$ cat src/rtl/y86_pkg.sv
// Shared Y86-64 encodings: instruction codes, status codes, register IDs and
// the instruction-length decoder used by the fetch stage.
package y86_pkg;

  typedef logic [63:0] word_t;

  localparam logic [3:0] IHALT   = 4'h0;
  localparam logic [3:0] INOP    = 4'h1;
  localparam logic [3:0] IRRMOVQ = 4'h2;
  localparam logic [3:0] IIRMOVQ = 4'h3;
  localparam logic [3:0] IRMMOVQ = 4'h4;
  localparam logic [3:0] IMRMOVQ = 4'h5;
  localparam logic [3:0] IOPQ    = 4'h6;
  localparam logic [3:0] IJXX    = 4'h7;
  localparam logic [3:0] ICALL   = 4'h8;
  localparam logic [3:0] IRET    = 4'h9;
  localparam logic [3:0] IPUSHQ  = 4'hA;
  localparam logic [3:0] IPOPQ   = 4'hB;

  localparam logic [2:0] SAOK = 3'd1;
  localparam logic [2:0] SHLT = 3'd2;
  localparam logic [2:0] SADR = 3'd3;
  localparam logic [2:0] SINS = 3'd4;

  localparam logic [3:0] RNONE = 4'hF;

  // Undefined icodes are treated as one byte long so valP still advances.
  function automatic logic [3:0] instr_len(input logic [3:0] icode);
    logic [3:0] len;
    case (icode)
      IHALT, INOP, IRET:             len = 4'd1;
      IRRMOVQ, IOPQ, IPUSHQ, IPOPQ:  len = 4'd2;
      IJXX, ICALL:                   len = 4'd9;
      IIRMOVQ, IRMMOVQ, IMRMOVQ:     len = 4'd10;
      default:                       len = 4'd1;
    endcase
    return len;
  endfunction

  function automatic logic instr_valid(input logic [3:0] icode);
    return (icode <= IPOPQ);
  endfunction

endpackage

$ cat src/rtl/ret_addr_stack.sv
// Circular return-address stack with saturating occupancy count; a push when
// full silently overwrites the oldest entry. Used only when FETCH_RAS_EN is set.
module ret_addr_stack
  import y86_pkg::*;
#(
  parameter int RAS_DEPTH = 8
) (
  input  logic  clk,
  input  logic  rst,
  input  logic  push,
  input  logic  pop,
  input  word_t push_data,
  output word_t top,
  output logic  empty
);

  localparam int PW = $clog2(RAS_DEPTH);
  localparam logic [PW:0] FULL_COUNT = (PW+1)'(RAS_DEPTH);

  word_t         r_mem [RAS_DEPTH];
  logic [PW-1:0] r_ptr;
  logic [PW:0]   r_count;
  logic [PW-1:0] w_top_idx;

  // r_ptr is the next free slot, so the live top sits one below it.
  assign w_top_idx = r_ptr - PW'(1);
  assign top       = r_mem[w_top_idx];
  assign empty     = (r_count == '0);

  // Stack storage, pointer and occupancy update.
  always_ff @(posedge clk or posedge rst) begin
    if (rst) begin
      for (int i = 0; i < RAS_DEPTH; i++) begin
        r_mem[i] <= '0;
      end
      r_ptr   <= '0;
      r_count <= '0;
    end else if (push) begin
      r_mem[r_ptr] <= push_data;
      r_ptr        <= r_ptr + PW'(1);
      if (r_count != FULL_COUNT) begin
        r_count <= r_count + (PW+1)'(1);
      end
    end else if (pop && (r_count != '0)) begin
      r_ptr   <= w_top_idx;
      r_count <= r_count - (PW+1)'(1);
    end
  end

endmodule

$ cat src/rtl/fetch_stage.sv
// Y86-64 fetch stage: decodes the instruction at PC_new, predicts the next PC
// into F and latches decoded fields into D. Define FETCH_RAS_EN for ret prediction.
module fetch_stage
  import y86_pkg::*;
#(
  parameter int RAS_DEPTH = 8
) (
  input  logic        clk,
  input  logic        rst,
  input  logic [63:0] PC_new,
  input  logic [79:0] instr_bytes,
  input  logic        imem_error,
  input  logic        F_stall,
  input  logic        D_stall,
  input  logic        D_bubble,
  output logic [63:0] F_predPC,
  output logic [2:0]  D_stat,
  output logic [3:0]  D_icode,
  output logic [3:0]  D_ifun,
  output logic [3:0]  D_rA,
  output logic [3:0]  D_rB,
  output logic [63:0] D_valC,
  output logic [63:0] D_valP
);

  if (RAS_DEPTH < 2 || RAS_DEPTH > 32 || (RAS_DEPTH & (RAS_DEPTH - 1)) != 0) begin : g_bad_depth
    $error("fetch_stage: RAS_DEPTH must be a power of two in 2..32");
  end

  logic [3:0] w_icode, w_ifun, w_len, w_rA, w_rB;
  logic [2:0] w_stat;
  word_t      w_valC, w_valP, w_pred, w_ret_pred;

  word_t      r_pred, r_valC, r_valP;
  logic [2:0] r_stat;
  logic [3:0] r_icode, r_ifun, r_rA, r_rB;

  // Decode fields, length, status and the non-ret next-PC prediction.
  always_comb begin
    w_icode = instr_bytes[7:4];
    w_ifun  = instr_bytes[3:0];
    if (imem_error) begin
      w_icode = IHALT;
      w_ifun  = 4'h0;
    end else begin
      w_icode = instr_bytes[7:4];
      w_ifun  = instr_bytes[3:0];
    end

    w_len = instr_len(w_icode);
    w_rA  = RNONE;
    w_rB  = RNONE;
    if (w_len == 4'd2 || w_len == 4'd10) begin
      w_rA = instr_bytes[15:12];
      w_rB = instr_bytes[11:8];
    end else begin
      w_rA = RNONE;
      w_rB = RNONE;
    end

    w_valC = '0;
    if (w_len == 4'd9) begin
      w_valC = instr_bytes[71:8];
    end else if (w_len == 4'd10) begin
      w_valC = instr_bytes[79:16];
    end else begin
      w_valC = '0;
    end

    w_valP = PC_new + word_t'(w_len);

    w_stat = SAOK;
    if (imem_error) begin
      w_stat = SADR;
    end else if (!instr_valid(w_icode)) begin
      w_stat = SINS;
    end else if (w_icode == IHALT) begin
      w_stat = SHLT;
    end else begin
      w_stat = SAOK;
    end

    w_pred = w_valP;
    if (w_icode == IJXX || w_icode == ICALL) begin
      w_pred = w_valC;
    end else if (w_icode == IRET) begin
      w_pred = w_ret_pred;
    end else begin
      w_pred = w_valP;
    end
  end

`ifdef FETCH_RAS_EN
  logic  w_push, w_pop, w_ras_empty;
  word_t w_ras_top;

  assign w_push = !F_stall && !imem_error && (w_icode == ICALL);
  assign w_pop  = !F_stall && !imem_error && (w_icode == IRET);

  ret_addr_stack #(
    .RAS_DEPTH (RAS_DEPTH)
  ) u_ras (
    .clk       (clk),
    .rst       (rst),
    .push      (w_push),
    .pop       (w_pop),
    .push_data (w_valP),
    .top       (w_ras_top),
    .empty     (w_ras_empty)
  );

  assign w_ret_pred = w_ras_empty ? w_valP : w_ras_top;
`else
  assign w_ret_pred = w_valP;
`endif

  // F register: predicted PC, frozen while F is stalled.
  always_ff @(posedge clk or posedge rst) begin
    if (rst) begin
      r_pred <= '0;
    end else if (!F_stall) begin
      r_pred <= w_pred;
    end
  end

  // D register: stall holds, bubble loads a nop, otherwise take the fetch.
  always_ff @(posedge clk or posedge rst) begin
    if (rst) begin
      r_stat  <= SAOK;
      r_icode <= INOP;
      r_ifun  <= 4'h0;
      r_rA    <= RNONE;
      r_rB    <= RNONE;
      r_valC  <= '0;
      r_valP  <= '0;
    end else if (D_stall) begin
      r_stat  <= r_stat;
    end else if (D_bubble) begin
      r_stat  <= SAOK;
      r_icode <= INOP;
      r_ifun  <= 4'h0;
      r_rA    <= RNONE;
      r_rB    <= RNONE;
      r_valC  <= '0;
      r_valP  <= '0;
    end else begin
      r_stat  <= w_stat;
      r_icode <= w_icode;
      r_ifun  <= w_ifun;
      r_rA    <= w_rA;
      r_rB    <= w_rB;
      r_valC  <= w_valC;
      r_valP  <= w_valP;
    end
  end

  assign F_predPC = r_pred;
  assign D_stat   = r_stat;
  assign D_icode  = r_icode;
  assign D_ifun   = r_ifun;
  assign D_rA     = r_rA;
  assign D_rB     = r_rB;
  assign D_valC   = r_valC;
  assign D_valP   = r_valP;

endmodule

$ cat config.mk
export PLATFORM = sky130hd
export DESIGN_NAME = fetch_stage
export DESIGN_NICKNAME = d
export VERILOG_FILES = /design/src/rtl/y86_pkg.sv /design/src/rtl/ret_addr_stack.sv /design/src/rtl/fetch_stage.sv
export SDC_FILE = /design/constraint.sdc
export NUM_CORES = 1
export LEC_CHECK = 0
export ABC_CLOCK_PERIOD_IN_PS = 6800
export CAP_MARGIN = 40
export CORE_UTILIZATION = 40
export CTS_CLUSTER_DIAMETER = 60
export CTS_CLUSTER_SIZE = 28
export DETAILED_ROUTE_END_ITERATION = 10
export MAX_ROUTING_LAYER = met4
export PLACE_DENSITY = 0.79
export SYNTH_ARGS = -nofsm -noshare
export SYNTH_HDL_FRONTEND = slang
export SYNTH_HIERARCHICAL = 1
export SYNTH_SLANG_ARGS = --single-unit
$ cat constraint.sdc
create_clock -name clk -period 6.8 [get_ports clk]
set_input_delay 0.68 -clock clk [delete_from_list [all_inputs] [get_ports clk]]
set_output_delay 0.68 -clock clk [all_outputs]
set_load 0.02 [all_outputs]
; ---- Yosys cells after proc, flatten, opt, wreduce, memory -nomap -nowiden
; Memory sizes are Yosys's and may differ from the RTL's.
; Cells that the tools add are included.
[totals]
out_inout_bits = 211
word_cells = 36
rom_bits = 48
inputBits = 150
n_memories = 1
reg_bits = 211
[classes]
add_sub_neg = 1
n_mux = 17
magnitude_cmp = 1
n_reduce_logical = 3
n_eq_ne = 5
[memory_table]
columns = memory, words, width, rd, rd_ports_with_merged_regs, write_ports, line
row1 = (name not given), 16, 3, 1, 0, 0, y86_pkg.sv:30  ; case (icode)
[ops]
columns = operator, count
row1 = 64-bit two-way mux, 5
row2 = 64-bit by 4-bit adder with 64-bit output, 1
row3 = 4-bit two-way mux, 8
row4 = "4-bit == test, second input constant", 3
row5 = 3-bit two-way mux, 3
row6 = "4-bit by 2-bit == test with 1-bit output, second input constant", 1
row7 = "4-bit by 3-bit == test with 1-bit output, second input constant", 1
row8 = "4-bit <= comparator, second input constant", 1
row9 = 4-bit logical NOT, 1
row10 = 1-bit logical OR, 2
row11 = 2-bit two-way mux, 1

; ---- Depth between registers and ports, before layout
[depth]
word_depth = 6
mapped_depth = 14
mapped_depth_nobuf = 13

; ---- Least setup slack after synthesis
; Ideal clock, no wire load.
[synth_path]
path_kind = input-to-reg
from = in instr_bytes[7]
to = reg r_pred[32] (netlist: F_predPC[32])
path_buffers = 1
setup_ns = 0.125
setup_slack_ns = 3.117
cell_stages = 11
t_arrival_ns = 3.558
t_required_ns = 6.675
cell_sequence = buf_2 > nand2b_1 > a211oi_1 > inv_1 > fa_1 > nand4b_1 > a2111oi_2 > or4b_1 > xor2_1 > a21oi_1 > mux2_2
[synth_between]
elab_chain_len = 6
word_cells_on_any_way = 11
classes_between = add/sub (1) / eq/ne (4) / mux (4) / reduce/logical (1) / memory (1)
[synth_rtl]
columns = element, line
row1 = start: declaration, fetch_stage.sv:11  ; input logic [79:0] instr_bytes,
row2 = 4-bit two-way mux (*), fetch_stage.sv:42  ; if (imem_error) begin
row3 = branches (longest 4 deep; another with 64-bit by 4-bit adder with 64-bit output), --
row4 = 64-bit two-way mux (*), fetch_stage.sv:84  ; if (w_icode == IJXX || w_icode == ICALL) begin
row5 = end signal: assignment, fetch_stage.sv:122  ; r_pred <= w_pred;
row6 = end: declaration, fetch_stage.sv:34  ; word_t r_pred, r_valC, r_valP;
; Mark *: on every way between the ends.
; A chain may end at the register's enable or synchronous reset.

; ---- Worst setup path in the final report
[layout_path]
from = in instr_bytes[7]
to = reg r_pred[52] (netlist: F_predPC[52])
; Same word-level chain as after synthesis.

==> out/metrics.yaml <==
max_cap_violations: 0
first_iter_violations: 895
fin_area_mm2: 0.0149
final-hold-violation-count: 0
synth_area_mm2: 0.0103
clk_latency_ns: 0.52
worstPathRequired_ns: 7.27
grt_antenna_before_repair: 0
clock_skew_ns: 0
hpwl_mm: 29.4
cts_htree_levels: 1
seq_area_mm2: 0.00529
layout_common_cells: "clkdlybuf4s50_1, nand2_1, dfrtp_1"
die_height_um: 162
finalCritPeriodShare: 0.674
ys_types: 60
r2r_slack_ns: 5.97
total_power_mw: 3.35
rows: 58
status: "finished clean"
drive_above_1_share: 0.0543
fillers: 2169
max-slew-margin-rel: 0.405
die_area_mm2: 0.0263
finalSetupTns_ns: 0
path_class: "primary input to register"
final_common_cell: "clkdlybuf4s50_1"
drv_slew: 0
path_clk_slew_ns: 0.08
area_growth_pct: 44.8
start_util: 0.408
root_buffer: "clkbuf_16"
grt_pass1_vias: 9957
port_buffers: 360
async_reset_ff_frac: 1.00
ctsHoldBuffers: 0
overflow: 0
max_freq_ghz: 0.218
fin_util: 0.591
synth-warning-count: 6
firstDrtPassIters: 5
via_count: 10017
synthesis.nets: 1257
startpoint_type: "primary input"
place_area_mm2: 0.0142
cts_resized: 0
synth_edf_count: 0
grt_usage: 0.310
synth_ff_type: "dfrtp_1"
syn_inst: 1103
cts_tree: "yes"
end_kind: "register"
ant_nets: 0
power.density_mw_per_mm2: 225
cts_buffer_depth: 3
grt_start_max_net_pins: 116
syn_area_per_cell_um2: 9.31
critPathArrivalTime_ns: 5.05
hold_class: "register to register"
max-vdd-ir-drop_mv: 0.162
io_pins: 361
finalCriticalPeriod_ns: 4.58
cts_buffers: 21
power_leakage_nw: 6.02
grt_pass1_wl_mm: 59.8
diodes: 0
clkSinkCount: 211
gp_congestion: 0.937
cts_setup_buffers: 0
synth-seq-cells: 211
cp_max_fo: 13
core_area_mm2: 0.0252
die_w_um: 162
setup_viol: 0
fin_nets: 1576
yosysSeqAreaShare: 0.515
wl_mm: 40.0
drc_errors: 0
avgViaCountPerCell: 5.67
rsz0062_at_grt: "no"
wire_per_inst_um: 22.7
multiInputGateArea_mm2: 0.00458
worst_pin_slew_ns: 0.891
[sequential cells by signal (all words and copies together), names as in the netlist]
name and count:
D_stat 3, F_predPC 64, D_valP 64, D_icode 4, D_ifun 4, D_rA 4, D_rB 4, D_valC 64
[per-stage QoR]
step	setup WS (ns)	hold WS, ns	std cells
6_report	2.22	0.466	1767
5_1_grt	1.96	0.487	1767
4_1_cts	2.26	0.469	1767
3_5_place_dp	1.73	0.456	1729
3_3_place_gp	1.88	0.450	1726
2_1_floorplan	0.371	0.497	1103
[power breakdown]
part / switching [mW] / internal (mW)
clock: 0.587 / 0.644
sequential: 0.0582 / 1.35
combinational: 0.394 / 0.316
total: 1.04 / 2.31
[synthesized netlist by cell type (all sizes together) (5+ instances only)]
master	instances	area share
a211oi	7	0.0051
a21o	7	0.0051
a21oi	26	0.013
a22o	26	0.022
a22oi	61	0.045
and2	11	0.0067
and3	5	0.0030
and4	5	0.0043
buf	12	0.0052
clkbuf	67	0.025
dfrtp	201	0.49
dfstp	10	0.026
inv	28	0.010
mux2i	9	0.0088
nand2	219	0.080
nand2b	6	0.0037
nand3	22	0.011
nand4	17	0.010
nor2	47	0.017
nor2b	6	0.0037
nor3	22	0.011
nor4	17	0.012
o21ai	135	0.066
o221ai	17	0.014
o31ai	17	0.013
xnor2	35	0.031
xor2	21	0.018
[routing by layer]
metal | vias up | track usage | share of wire
met5 | - | - | 0
met4 | 0 | 0.136 | 0.044
met3 | 88 | 0.0659 | 0.085
met2 | 526 | 0.521 | 0.49
met1 | 4844 | 0.357 | 0.38
li1 | 4559 | - | -
[cell families after synthesis]
kind of cell	count (synthesis)	synth area share
AND/OR/NAND/NOR	391	0.174
AO/OA/AOI/OAI	322	0.205
flip-flops	211	0.515
buffers and inverters	107	0.0401
XOR/XNOR	56	0.0485
multiplexers	12	0.0121
adder cells (fa/ha/maj)	4	0.00560
[worst max-delay path, cell delays in order]
cell and delay, ns:
clkdlybuf4s50_1 0.58, nand2b_1 0.23, a211oi_1 0.59, inv_1 0.14, fa_1 0.47, nand4b_1 0.34, a2111oi_2 0.38, buf_4 0.26
nand4_1 0.46, or3_1 0.55, a311oi_1 0.28, a21o_1 0.11
[final timing paths]
check                               startpoint            to  depth (start not counted)
worst min-delay path                   D_rB[2]       D_rB[2]                          2
min in group asynchronous                  rst     D_valC[9]                          2
worst min register to register         D_rB[2]       D_rB[2]                          2
worst max register to register    F_predPC[21]  F_predPC[21]                          3
max in group asynchronous                  rst    D_valC[56]                          4
worst max-delay path            instr_bytes[7]  F_predPC[52]                         12
[cell type report]
class                           instances  share of cell area
Sequential cell                       211               0.356
Inverter                               28             0.00757
Clock buffer                           23              0.0358
Clock inverter                         15              0.0124
Timing Repair Buffer                  375               0.253
Tap cell                              330              0.0278
Multi-Input combinational cell        785               0.308
(Power assumes the default switching activity.)
